[config.mk]
export PLATFORM = sky130hd
export DESIGN_NAME = ahb_bram_ctrl
export DESIGN_NICKNAME = d
export VERILOG_FILES = /design/src/rtl/ahb_bram_ctrl.sv
export SDC_FILE = /design/constraint.sdc
export NUM_CORES = 1
export LEC_CHECK = 0
export ABC_CLOCK_PERIOD_IN_PS = 1900
export BUFFER_PORTS_ARGS = -buffer_cell sky130_fd_sc_hd__buf_2
export CAP_MARGIN = 20
export CORE_MARGIN = 8
export CORE_UTILIZATION = 30
export DETAILED_ROUTE_END_ITERATION = 10
export HOLD_SLACK_MARGIN = 0.05
export PLACE_DENSITY = 0.71
export SLEW_MARGIN = 20
export SYNTH_ARGS = -nofsm -noshare
export SYNTH_HDL_FRONTEND = slang
export SYNTH_SLANG_ARGS = --single-unit
[constraint.sdc]
create_clock -name HCLK -period 1.9 [get_ports HCLK]
set_input_delay 0.38 -clock HCLK [delete_from_list [all_inputs] [get_ports HCLK]]
set_output_delay 0.38 -clock HCLK [all_outputs]
set_load 0.05 [all_outputs]
[src/rtl/ahb_bram_ctrl.sv]
// ahb_bram_ctrl: AHB-Lite slave in front of a single-port Block RAM (1-cycle
// registered read). Decodes AHB transfers into a BRAM word address, byte-lane
// write enables and write data.
//
// Build option: BRAM_WBUF_EN
//   defined   - one-entry posted write buffer with read forwarding; every
//               transfer completes with zero wait states.
//   undefined - no buffer; a read accepted during a write data phase gets one
//               wait state.
//
// Ports
//   HCLK, HRESET         clock (also BRAM clka), async active-high reset
//   HSEL..HWDATA         AHB-Lite slave inputs
//   HREADYOUT, HRDATA    AHB-Lite slave outputs; HRESP is always OKAY
//   BRAM_ADDR/WDATA/WE   BRAM port A address, write data, byte write enables
//   BRAM_RDATA           BRAM port A read data
module ahb_bram_ctrl #(
  parameter int unsigned ADDR_WIDTH = 14
) (
  input  logic                  HCLK,
  input  logic                  HRESET,
  input  logic                  HSEL,
  input  logic [31:0]           HADDR,
  input  logic [1:0]            HTRANS,
  input  logic [2:0]            HSIZE,
  input  logic                  HWRITE,
  input  logic                  HREADY,
  input  logic [31:0]           HWDATA,
  output logic                  HREADYOUT,
  output logic [31:0]           HRDATA,
  output logic                  HRESP,
  output logic [ADDR_WIDTH-1:0] BRAM_ADDR,
  output logic [31:0]           BRAM_WDATA,
  output logic [3:0]            BRAM_WE,
  input  logic [31:0]           BRAM_RDATA
);

  logic                  acc;
  logic                  rd_acc;
  logic                  wr_acc;
  logic [ADDR_WIDTH-1:0] raddr;
  logic [3:0]            amask;
  logic                  wpend;
  logic [ADDR_WIDTH-1:0] waddr;
  logic [3:0]            wmask;
  logic [ADDR_WIDTH-1:0] addr_q;
  logic                  unused;

  assign acc    = HSEL & HTRANS[1] & HREADY;
  assign rd_acc = acc & ~HWRITE;
  assign wr_acc = acc & HWRITE;
  assign raddr  = HADDR[ADDR_WIDTH+1:2];
  assign HRESP  = 1'b0;
  assign unused = &{1'b0, HTRANS[0], HADDR[31:ADDR_WIDTH+2]};

  always_comb begin
    amask = 4'b1111;
    case (HSIZE)
      3'd0:    amask = 4'b0001 << HADDR[1:0];
      3'd1:    amask = HADDR[1] ? 4'b1100 : 4'b0011;
      default: amask = 4'b1111;
    endcase
  end

  // Write address phase capture; wpend marks the following data phase.
  always_ff @(posedge HCLK or posedge HRESET) begin
    if (HRESET) begin
      wpend  <= 1'b0;
      waddr  <= '0;
      wmask  <= '0;
      addr_q <= '0;
    end else begin
      addr_q <= BRAM_ADDR;
      if (HREADY) begin
        wpend <= wr_acc;
        if (wr_acc) begin
          waddr <= raddr;
          wmask <= amask;
        end
      end
    end
  end

`ifdef BRAM_WBUF_EN
  logic                  bvalid;
  logic [ADDR_WIDTH-1:0] baddr;
  logic [3:0]            bmask;
  logic [31:0]           bdata;
  logic [3:0]            fmask;
  logic [31:0]           fdata;
  logic                  ent_valid;
  logic [ADDR_WIDTH-1:0] ent_addr;
  logic [3:0]            ent_mask;
  logic [31:0]           ent_data;
  logic                  fwd_hit;
  logic [31:0]           fsel;

  assign HREADYOUT = 1'b1;

  // Buffer entry as seen by a read this cycle, including one being loaded now.
  assign ent_valid = wpend | bvalid;
  assign ent_addr  = wpend ? waddr  : baddr;
  assign ent_mask  = wpend ? wmask  : bmask;
  assign ent_data  = wpend ? HWDATA : bdata;
  assign fwd_hit   = rd_acc & ent_valid & (ent_addr == raddr);

  always_comb begin
    BRAM_ADDR  = addr_q;
    BRAM_WE    = '0;
    BRAM_WDATA = HWDATA;
    if (rd_acc) begin
      BRAM_ADDR = raddr;
    end else if (wpend) begin
      BRAM_ADDR = waddr;
      BRAM_WE   = wmask;
    end else if (bvalid) begin
      BRAM_ADDR  = baddr;
      BRAM_WE    = bmask;
      BRAM_WDATA = bdata;
    end
  end

  always_ff @(posedge HCLK or posedge HRESET) begin
    if (HRESET) begin
      bvalid <= 1'b0;
      baddr  <= '0;
      bmask  <= '0;
      bdata  <= '0;
      fmask  <= '0;
      fdata  <= '0;
    end else begin
      if (rd_acc && wpend) begin
        bvalid <= 1'b1;
        baddr  <= waddr;
        bmask  <= wmask;
        bdata  <= HWDATA;
      end else if (!rd_acc && !wpend && bvalid) begin
        bvalid <= 1'b0;
      end
      fmask <= fwd_hit ? ent_mask : 4'b0000;
      if (fwd_hit) fdata <= ent_data;
    end
  end

  assign fsel   = {{8{fmask[3]}}, {8{fmask[2]}}, {8{fmask[1]}}, {8{fmask[0]}}};
  assign HRDATA = (fdata & fsel) | (BRAM_RDATA & ~fsel);

  // A write's own address phase always drains the buffer before its data phase.
  a_no_stall: assert property (@(posedge HCLK) disable iff (HRESET) !(wpend && bvalid));
`else
  typedef enum logic {ST_RUN, ST_STALL} state_t;
  state_t                state;
  logic                  ready_q;
  logic [ADDR_WIDTH-1:0] raddr_q;

  assign HREADYOUT = ready_q;
  assign HRDATA    = BRAM_RDATA;

  always_comb begin
    BRAM_ADDR  = addr_q;
    BRAM_WE    = '0;
    BRAM_WDATA = HWDATA;
    if (wpend) begin
      BRAM_ADDR = waddr;
      BRAM_WE   = wmask;
    end else if (state == ST_STALL) begin
      BRAM_ADDR = raddr_q;
    end else if (rd_acc) begin
      BRAM_ADDR = raddr;
    end
  end

  // Read colliding with a write data phase is replayed from raddr_q one cycle later.
  always_ff @(posedge HCLK or posedge HRESET) begin
    if (HRESET) begin
      state   <= ST_RUN;
      ready_q <= 1'b1;
      raddr_q <= '0;
    end else begin
      case (state)
        ST_RUN: begin
          if (wpend && rd_acc) begin
            state   <= ST_STALL;
            ready_q <= 1'b0;
            raddr_q <= raddr;
          end
        end
        default: begin
          state   <= ST_RUN;
          ready_q <= 1'b1;
        end
      endcase
    end
  end
`endif

endmodule
==> out/results.ini <==
[critical_path]
cp_max_fo = 15
reg2reg_depth = 6
crit_buf_inv = 2
cp_slowest_cell = dfrtp_1
crit_chain = or3b_4, buf_12, nor3_2, o41ai_4, buf_4
r2r-end = raddr_q[13]
crit_cells = 5
crit_type = reg2out
worstPathArrival_ps = 1830
cp-startpoint = state
required_ps = 1520
cp_top_family = simple AND/OR/NAND/NOR gates
r2r-start = state
cp-start-kind = flip-flop
cp-end-kind = output pin
reg2reg_slack_ps = -50
slowest_delay_ps = 400

[cts]
clkSinkCount = 49
clk_latency_ps = 310
cts_buffer_depth = 2
cts.clk_slew.worst_paths_ps = 90
htree_levels = 2
numCtsBuffers = 5
cts-root-buf = clkbuf_8
cts_tree = done

[cells_and_area]
design_area_mm2 = 0.003396
area_growth_pct = 24.95
layout_common_cells = dfrtp_1, buf_2, buf_4
fill_cells = 853
drive_gt1_share_pct = 56.03
seqCellArea_mm2 = 0.001229
num_antenna_cells = 0
nets = 362
layout.cells.non_filler = 365
multi_input_area_mm2 = 0.001304
final_common_cell = dfrtp_1
utilization_pct = 38.75

[routing]
via_per_inst = 4.953
firstDrtPassIters = 4
wl_per_cell_um = 18.18
via_count = 1808
drt_wl_total_mm = 6.636
drc = 0
drt_iter0_drc = 44
ant_nets = 0

[floorplanning]
fp.dieW_um = 111.2
start_util_pct = 31.01
core_area_mm2 = 0.008763
core.rowCount = 34
dieArea_mm2 = 0.01236
io_pins = 190
die_h_um = 111.2

[logic_synthesis]
synth_cells = 254
yosysWarnings = 0
yosys.area.top_type_share_pct = 44.20
seq_area_frac_synth_pct = 45.17
post-synth-top-area-cell = dfrtp_1
netlist_area_mm2 = 0.002718
avgSynthCellArea_um2 = 10.70
synthTopCellsByArea = dfrtp_1, buf_4, mux2_2
synth-seq-cells = 49
syn-num-nets = 360
ys_types = 25

[global_route]
track_usage_pct = 10.68
gr-total-overflow = 0
grt_pass1_wl_mm = 10.80
grt_max_degree = 39
grt_pass1_vias = 2005
antenna_found_initial = 0

[placement]
port_buffers = 43
preCtsSetupSlack_ps = -267.1
globalplace.congestion = 0.7056
placed_area_mm2 = 0.003072
dp_hpwl_mm = 4.804
dp.cells = 351

[timing]
layout_setup_ws_ps = -309.3
layout_min_cycle_time_ps = 2209
fmax_mhz = 452.6
fin_skew_ps = 7.584
setup_viol = 28
drv_slew = 0
min_period_over_period_pct = 116.3
rsz0062_at_grt = true
final-hold-violation-count = 0

[power_and_ir_drop]
power_leakage_uw = 0.001516
power_uw = 3260
ir_drop_v = 0.0005129
power_density_mw_per_mm2 = 960.0

[min_path]
hold_path.class = in2reg
hold_depth = 2
min_from = HADDR[6]
hold_path_end = raddr_q[4]

[job]
max_cap_viol_count = 0

[status]
violations = setup timing
outcome = finished with violations

==> worst max-delay path by stage <==
stage	end	slack, ps
floorplan	BRAM_ADDR[10]	-150
global placement	BRAM_ADDR[4]	-220
detailed placement	BRAM_ADDR[1]	-270
CTS	BRAM_ADDR[8]	-320
global route	BRAM_ADDR[4]	-400
finish	BRAM_ADDR[3]	-310
==> flip-flops by register name, summed over array words and instances (netlist names) <==
register   count
wmask          4
waddr         14
HREADYOUT      1
state          1
addr_q        14
raddr_q       14
wpend          1
==> report_power, final <==
group | internal [µW] | switching (µW)
Combinational | 549 | 704
Sequential | 1270 | 97.6
Clock | 298 | 341
Total | 2120 | 1140
==> metal layers <==
metal | share of wire [%] | vias to the layer above | global-route usage (%)
met1 | 37 | 899 | 11.16
met3 | 6.8 | 22 | 3.409
met5 | 0 | - | 0.4167
li1 | - | 816 | -
met2 | 53 | 71 | 19.08
met4 | 2.8 | 0 | 4.622
==> timing repair <==
action | in CTS | in global routing
buffers inserted | 3 | 1
setup endpoints to repair | 27 | 28
gates cloned | 1 | 0
hold buffers | 1 | 0
endpoints found under the hold margin | 11 | 0
pin swaps | 3 | 1
gates resized for setup | 41 | 7
==> final cells by class <==
type                    count  share of cell area [%]
well taps                 108                   3.979
clock buffers               8                   2.653
repair buffers             74                   18.46
flip-flops and latches     49                   36.18
inverters                   3                  0.3316
multi-input cells         123                   38.39
==> Yosys cell counts (all sizes together) <==
master  number
a21o         1
a21oi        1
and2         4
and4b        1
buf         67
clkbuf      12
conb         1
dfrtp       48
dfstp        1
inv          3
mux2        31
nand2       15
nand2b       1
nand4        1
nor2         4
nor2b       14
nor3        28
o21ai        6
o311ai       1
o41ai       13
or3b         1
==> cells by family (layout without fill, tap and decap cells) <==
kind of cell	Yosys count	count (layout)	synth area share [%]
and+or+nand+nor	69	69	13.49
muxes	31	31	13.95
buffers and inverters	82	85	21.18
other	1	1	0.1380
DFF	49	49	45.17
AOI/OAI and AO/OA	22	22	6.077
==> per-stage QoR <==
stage          hold WS, ps  TNS [ps]
2_1_floorplan        441.6    -794.2
3_3_place_gp         328.1     -5006
3_5_place_dp         343.0     -5542
4_1_cts              329.3     -4511
5_1_grt              342.2     -6261
6_report             349.2     -4366
No activity file was read; power rests on OpenSTA's default activity.
